## src/rtl/fifo_arb_pkg.sv

```systemverilog
// Shared types and helpers for the FIFO write-port arbiter.
package fifo_arb_pkg;

    // Upper bound on producers; sizes the one-hot helper.
    localparam int MAX_REQ   = 8;
    localparam int MAX_IDX_W = 3;

    typedef enum logic {
        IDLE  = 1'b0,
        BURST = 1'b1
    } arb_state_t;

    // One-hot encode a producer index; callers cast down to their own width.
    function automatic logic [MAX_REQ-1:0] onehot(input logic [MAX_IDX_W-1:0] idx);
        logic [MAX_REQ-1:0] vec;
        vec = {{(MAX_REQ-1){1'b0}}, 1'b1} << idx;
        return vec;
    endfunction

endpackage

```

## src/rtl/fifo_write_arbiter_rr_pick.sv

```systemverilog
// Combinational round-robin picker: first set req bit after last_owner,
// scanning upward and wrapping modulo NUM_REQ.
module rr_pick
    import fifo_arb_pkg::*;
#(
    parameter int NUM_REQ = 4,
    parameter int IDX_W   = $clog2(NUM_REQ)
) (
    input  logic [NUM_REQ-1:0] req,
    input  logic [IDX_W-1:0]   last_owner,
    output logic               valid,
    output logic [IDX_W-1:0]   index
);

    logic [IDX_W-1:0] cand_s;

    // Scan from the farthest candidate back to the nearest so the nearest hit wins.
    always_comb begin
        valid  = 1'b0;
        index  = {IDX_W{1'b0}};
        cand_s = {IDX_W{1'b0}};
        for (int k = NUM_REQ; k >= 1; k--) begin
            cand_s = IDX_W'((int'(last_owner) + k) % NUM_REQ);
            valid  = valid | req[cand_s];
            index  = req[cand_s] ? cand_s : index;
        end
    end

endmodule

```

## src/rtl/fifo_write_arbiter.sv

```systemverilog
// Round-robin, burst-bounded arbiter sharing one FIFO write port between
// NUM_REQ producers. Writes are acknowledged in the same cycle they occur.
module fifo_write_arbiter
    import fifo_arb_pkg::*;
#(
    parameter int NUM_REQ   = 4,
    parameter int DATA_W    = 4,
    parameter int MAX_BURST = 2
) (
    input  logic                      clk,
    input  logic                      rst,
    input  logic [NUM_REQ-1:0]        req,
    input  logic [NUM_REQ*DATA_W-1:0] req_data,
    output logic [NUM_REQ-1:0]        ack,
    output logic [NUM_REQ-1:0]        grant,
    output logic                      fifo_write_en,
    output logic [DATA_W-1:0]         fifo_write_data,
    input  logic                      fifo_full,
    input  logic                      fifo_read_en,
    output logic                      busy
);

    localparam int IDX_W = $clog2(NUM_REQ);
    localparam int CNT_W = $clog2(MAX_BURST + 1);
    // Producer 0 is scanned first after reset.
    localparam logic [IDX_W-1:0] LAST_RST = IDX_W'(NUM_REQ - 1);
    localparam logic [CNT_W-1:0] CNT_LAST = CNT_W'(MAX_BURST - 1);

    arb_state_t           state_r,      state_s;
    logic [NUM_REQ-1:0]   grant_r,      grant_s;
    logic [CNT_W-1:0]     burst_cnt_r,  burst_cnt_s;
    logic [IDX_W-1:0]     last_owner_r, last_owner_s;
    logic [IDX_W-1:0]     owner_r,      owner_s;

    logic                 pick_valid_s;
    logic [IDX_W-1:0]     pick_idx_s;
    logic                 space_s;
    logic                 accept_s;
    logic [DATA_W-1:0]    owner_data_s;

    rr_pick #(
        .NUM_REQ (NUM_REQ),
        .IDX_W   (IDX_W)
    ) u_rr_pick (
        .req        (req),
        .last_owner (last_owner_r),
        .valid      (pick_valid_s),
        .index      (pick_idx_s)
    );

    // A full FIFO still takes a write when it is being read in the same cycle.
    assign space_s  = !fifo_full || fifo_read_en;
    assign accept_s = (state_r == BURST) && req[owner_r] && space_s && !rst;
    assign grant    = grant_r;
    assign busy     = (state_r == BURST);

    // Select the current owner's data slice.
    always_comb begin
        owner_data_s = {DATA_W{1'b0}};
        for (int i = 0; i < NUM_REQ; i++) begin
            owner_data_s = (owner_r == IDX_W'(i)) ? req_data[i*DATA_W +: DATA_W] : owner_data_s;
        end
    end

    // Write port and ack drive; everything is held at zero during reset.
    always_comb begin
        fifo_write_en   = accept_s;
        ack             = {NUM_REQ{1'b0}};
        fifo_write_data = {DATA_W{1'b0}};
        if (accept_s) begin
            ack = NUM_REQ'(onehot(MAX_IDX_W'(owner_r)));
        end else begin
            ack = {NUM_REQ{1'b0}};
        end
        if ((state_r == BURST) && !rst) begin
            fifo_write_data = owner_data_s;
        end else begin
            fifo_write_data = {DATA_W{1'b0}};
        end
    end

    // Next-state logic: grant on IDLE, count/stall/release in BURST.
    always_comb begin
        state_s      = state_r;
        grant_s      = grant_r;
        burst_cnt_s  = burst_cnt_r;
        last_owner_s = last_owner_r;
        owner_s      = owner_r;
        case (state_r)
            IDLE: begin
                if (pick_valid_s) begin
                    state_s     = BURST;
                    grant_s     = NUM_REQ'(onehot(MAX_IDX_W'(pick_idx_s)));
                    burst_cnt_s = {CNT_W{1'b0}};
                    owner_s     = pick_idx_s;
                end else begin
                    state_s     = IDLE;
                end
            end
            BURST: begin
                if (accept_s && (burst_cnt_r == CNT_LAST)) begin
                    state_s      = IDLE;
                    grant_s      = {NUM_REQ{1'b0}};
                    burst_cnt_s  = {CNT_W{1'b0}};
                    last_owner_s = owner_r;
                end else if (accept_s) begin
                    burst_cnt_s  = burst_cnt_r + CNT_W'(1);
                end else if (!req[owner_r]) begin
                    // Owner withdrew: release without writing.
                    state_s      = IDLE;
                    grant_s      = {NUM_REQ{1'b0}};
                    burst_cnt_s  = {CNT_W{1'b0}};
                    last_owner_s = owner_r;
                end else begin
                    // FIFO full with no read: hold everything.
                    state_s      = BURST;
                end
            end
            default: begin
                state_s      = IDLE;
                grant_s      = {NUM_REQ{1'b0}};
                burst_cnt_s  = {CNT_W{1'b0}};
                last_owner_s = LAST_RST;
            end
        endcase
    end

    // State registers with synchronous reset.
    always_ff @(posedge clk) begin
        if (rst) begin
            state_r      <= IDLE;
            grant_r      <= {NUM_REQ{1'b0}};
            burst_cnt_r  <= {CNT_W{1'b0}};
            last_owner_r <= LAST_RST;
            owner_r      <= {IDX_W{1'b0}};
        end else begin
            state_r      <= state_s;
            grant_r      <= grant_s;
            burst_cnt_r  <= burst_cnt_s;
            last_owner_r <= last_owner_s;
            owner_r      <= owner_s;
        end
    end

endmodule

```

## config.mk

```make
export PLATFORM = sky130hd
export DESIGN_NAME = fifo_write_arbiter
export DESIGN_NICKNAME = d
export VERILOG_FILES = /design/src/rtl/fifo_arb_pkg.sv /design/src/rtl/fifo_write_arbiter_rr_pick.sv /design/src/rtl/fifo_write_arbiter.sv
export SDC_FILE = /design/constraint.sdc
export NUM_CORES = 1
export LEC_CHECK = 0
export CAP_MARGIN = 20
export CELL_PAD_IN_SITES_DETAIL_PLACEMENT = 1
export CELL_PAD_IN_SITES_GLOBAL_PLACEMENT = 2
export CORE_ASPECT_RATIO = 0.5
export CORE_MARGIN = 1.5
export CORE_UTILIZATION = 24
export CTS_BUF_LIST = sky130_fd_sc_hd__clkbuf_8
export DETAILED_ROUTE_END_ITERATION = 10
export PLACE_DENSITY = 0.91
export SLEW_MARGIN = 20
export SYNTH_ARGS = -nofsm -noshare
export SYNTH_HDL_FRONTEND = slang
export SYNTH_SLANG_ARGS = --single-unit
```

## constraint.sdc

```tcl
create_clock -name clk -period 3.2 [get_ports clk]
set_input_delay 0.8 -clock clk [delete_from_list [all_inputs] [get_ports clk]]
set_output_delay 0.8 -clock clk [all_outputs]
set_load 0.005 [all_outputs]
```

After elaboration in Yosys (flattened, before gate mapping)
Cells that the tools add are included.

Register bits after elaboration: 11. Latch bits: 0. RAM bits: 0. Bits in read-only memories: 0. Bits of input ports: 24. Output and inout port bits: 14. Word-level logic and storage cells: 82. Memories kept: 0.

Add/subtract/negate cells: 5. Multipliers: 0. Div/mod/pow operators: 0. $lt $le $gt $ge: 5. Equality and inequality tests: 10. Shift-type cells: 2. Mux-type cells: 38. Bitwise logic cells: 4. Reductions and logical operators: 13.

Operator list (number): $mux W4 (10); $mux W2 (11); $lt A2 B3 Y1 const B (5); $bmux W1 S2 (5); $mux W1 (9); $pmux W4 S2 (1); $shl A1 B2 Y4 const A (2); $add A2 B1 Y2 const B (3); $reduce_and A3 Y1 (2); $logic_and A1 B1 Y1 (5); $add A2 B2 Y2 const B (2); $eq A2 B1 Y1 const B (2); $eq A2 B2 Y1 const B (2); $ne A2 B2 Y1 const B (2); $ne A4 B4 Y1 const B (1); $pmux W2 S2 (1); $reduce_and A2 Y1 (2); $ne A3 B2 Y1 const B (1); $ne A3 B3 Y1 const B (1); $or A1 B1 Y1 (3); $logic_not A1 Y1 (2); $logic_not A2 Y1 (1); $ne A2 B1 Y1 const B (1); $pmux W1 S2 (1); other kinds (2) (2).

Logic depth before layout (Yosys ltp)
Depth after elaboration: 10. Gate-level depth with buffers: 5. Mapped depth without buffers: 5.

Hierarchy
Synthesis repeated with hierarchy kept, for this count alone.

Cells, all modules: 90. Area total of the unflattened synthesis: 820.8 sq um.

By module, submodules not included: fifo_write_arbiter (times used 1, cells each 76, area each 729.4 sq um, seq. area each 220.2 sq um); rr_pick (times used 1, cells each 14, area each 91.3 sq um, seq. area each 0.0 sq um).

Least setup slack after synthesis
No wires, ideal clock.

Path kind: input-to-output. Start point: input req[3]. End point: output ack[3]. Arrival time: 1.764 ns. Data required time: 2.400 ns. Slack: 0.636 ns. Stages: 4. Buffers on the path: 1. Path through: mux4_2 and3_1 clkbuf_2 and3_1.

Word-level cells in the longest chain between the ends: 6.

RTL lines: start: declaration (line fifo_write_arbiter.sv:12) `input logic [NUM_REQ-1:0] req,`; $bmux W1 S2 (line fifo_write_arbiter.sv:53) `assign accept_s = (state_r == BURST) && req[owner_r] && space_s && !rst;`; $mux W1 (not written as such) (line fifo_write_arbiter.sv:53); $logic_and A1 B1 Y1 (3 in a row) (line fifo_write_arbiter.sv:53); named net fifo_write_en (line fifo_write_arbiter.sv:16) `output logic fifo_write_en,`; $mux W4 (line fifo_write_arbiter.sv:70) `if (accept_s) begin`; end: declaration (line fifo_write_arbiter.sv:14) `output logic [NUM_REQ-1:0] ack,`.

The timed path passes the listed nets, and every way through them passes these cells. The select of a mux whose other input is x is not followed.

Worst setup path after layout
Start point: input req[3]. End point: output ack[3].

Word-level cells in the longest chain between the ends: 6.

RTL lines (line): $bmux W1 S2 (fifo_write_arbiter.sv:53); $mux W1 (not written as such) (fifo_write_arbiter.sv:53); $logic_and A1 B1 Y1 (3 in a row) (fifo_write_arbiter.sv:53); $mux W4 (fifo_write_arbiter.sv:70).

No other way between the ends. The select of a mux whose other input is x is not followed.

==> flow_summary.toml <==
[placement]
gp_congestion = 0.810
placed_cell_area_sq_mm = 0.00121
dp_hpwl_um = 1850
io_buffer_count = 37
dp.cells = 160

[timing]
rsz0062_at_grt = "no"
whs_ns = 0.492
maxSlewViolCount = 0
fmax_mhz = 326
finalSetupViolCount = 0
max_slew_margin_pct = 72.7
hold_viol_final = 0
setup_tns_ns = 0
worst_slew_pin_slew_ns = 0.406
layout_min_cycle_time_ns = 3.07
fin_crit_sh_pct = 95.8
fin_skew_ns = 0.00732

[detailed_routing]
ant_nets = 0
drc = 0
vias_per_cell = 4.63
wl_per_cell_um = 14.4
via_count = 764
finalWirelength_um = 2370
drt_iter0_drc = 22
firstDrtPassIters = 4

[cts]
numCtsBuffers = 3
clk_latency_ns = 0.25
root_buffer = "clkbuf_8"
cts.sinks = 11
cts_tree = "yes"
htreeDepth = 1
max-clock-path-buffers = 2
hold_buffers = 0
path_clk_slew_ns = 0.05

[die]
die_y_um = 42.2
rows = 13
ioPinCount = 38
die_w_um = 81.3
start_util_pct = 26.8
die_area_sq_mm = 0.00343
core_sq_mm = 0.00275

[synth]
synth-seq-cells = 11
postSynthAreaPerCell_sq_um = 9.20
synth_edf_count = 0
postSynth.asyncResetShare_pct = 0
syn_area_sq_um = 736
syn-num-nets = 105
synth_cell_type_count = 33
ys_seq_area_share_pct = 29.9
yosys_warnings = 0
synth_flop_cell = "dfxtp_1"
synthCells = 80

[global_routing]
grt_pass1_vias = 775
grt_pass1_wl_um = 3600
grt_max_degree = 12
grt_overflow_total = 0
track_usage_pct = 14.0
antenna_found_initial = 0

[critical_path]
path_max_fanout = 5
required_ns = 2.40
crit_family = "buffers and inverters"
critPathMaxStageDelay_ns = 0.49
cp_cell_sequence = "dlygate4sd2_1 -> mux4_2 -> and3_4 -> buf_4 -> and3_1 -> dlygate4sd2_1"
critPathSlowestCell = "mux4_2"
crit_type = "input pin to output pin"
path_buf_inv = 3
crit_arrival_ns = 2.27
crit_path_frequent_cell = "dlygate4sd2_1"
start_kind = "input pin"
endpoint_kind = "output pin"

[final_layout]
finalNetCount = 154
final_cell_mix = "clkdlybuf4s50_1 (29), dfxtp_1 (11), buf_4 (11), nor2_1 (10), dlygate4sd2_1 (8)"
mostFrequentLayoutCell = "clkdlybuf4s50_1"
instances_no_fill = 165
num_antenna_cells = 0
syn2layout_area_growth_pct = 71.1
fin_area_sq_mm = 0.00126
layout-drive-gt1-share_pct = 18.8

[power_and_ir_drop]
ir_drop_uv = 213
p_leak_uw = 0.000514
power.density_mw_per_mm2 = 372
fin_total_pwr_uw = 469

[run_status]
status = "finished clean"

[worst_hold_path]
min_path_type = "register to register"

[job]
maxCapViolCount = 0
==> metrics by stage <==
step,setup WS (ns),util [%]
2_1_floorplan,0.636,-
3_3_place_gp,-0.144,44.0
3_5_place_dp,-0.178,44.0
4_1_cts,0.123,45.8
5_1_grt,0.0765,45.8
6_report,0.134,45.8
==> flip-flops by register name, indices dropped and copies added, names as in the netlist <==
name and cells:
burst_cnt_r 2, busy 1, grant 4, last_owner_r 2, owner_r 2
==> power breakdown <==
part	internal [uW]	switching, uW	total, uW
clock network	85.9	58.3	144
logic	97.4	62.3	160
registers	151	14.0	165
==> Yosys cell counts (all sizes together) (4+ instances only) <==
library cell	n	area, sq um
dfxtp	11	220
nor2	10	37.5
and2	4	25.0
mux4	5	113
nand2b	4	25.0
a32o	4	40.0
nand2	7	26.3
a21oi	4	20.0
==> per-layer routing <==
layer,global-route usage (%),routed length [um],vias up
met4,4.14,12,0
met3,3.48,93,2
met1,18.6,1180,353
li1,-,-,395
met2,22.1,1090,14
met5,0,0,-
==> worst paths after layout <==
path,from,slack (ns),cells past startpoint,endpoint
worst max-delay path,req[3],0.13,6,ack[3]
worst min-delay path,burst_cnt_r[1],0.49,1,burst_cnt_r[1]
worst max register to register,owner_r[0],1.51,4,last_owner_r[0]
worst min register to register,burst_cnt_r[1],0.49,1,burst_cnt_r[1]
==> layout make-up <==
class	instances	area, sq um
tap	37	46.3
sequential	11	220
fill	326	1490
clock buffer	3	41.3
multi-input combinational	64	499
timing repair buffer	48	443
inverter	1	3.75
clock inverter	1	5.00
==> repair_timing <==
item                                    4_1_cts  5_1_grt
endpoints found under the setup margin        5        0
buffers inserted                              1        0
gates resized for setup                      10        0
==> cells by family after synthesis <==
group | after synthesis | share of synthesized area [%]
multiplexers | 8 | 19.6
AO/OA/AOI/OAI | 22 | 23.1
adder cells (fa/ha/maj) | 1 | 1.70
AND/OR/NAND/NOR | 33 | 22.8
flip-flops | 11 | 29.9
buffers and inverters | 5 | 2.89
Power figures use the tool's default switching activity.
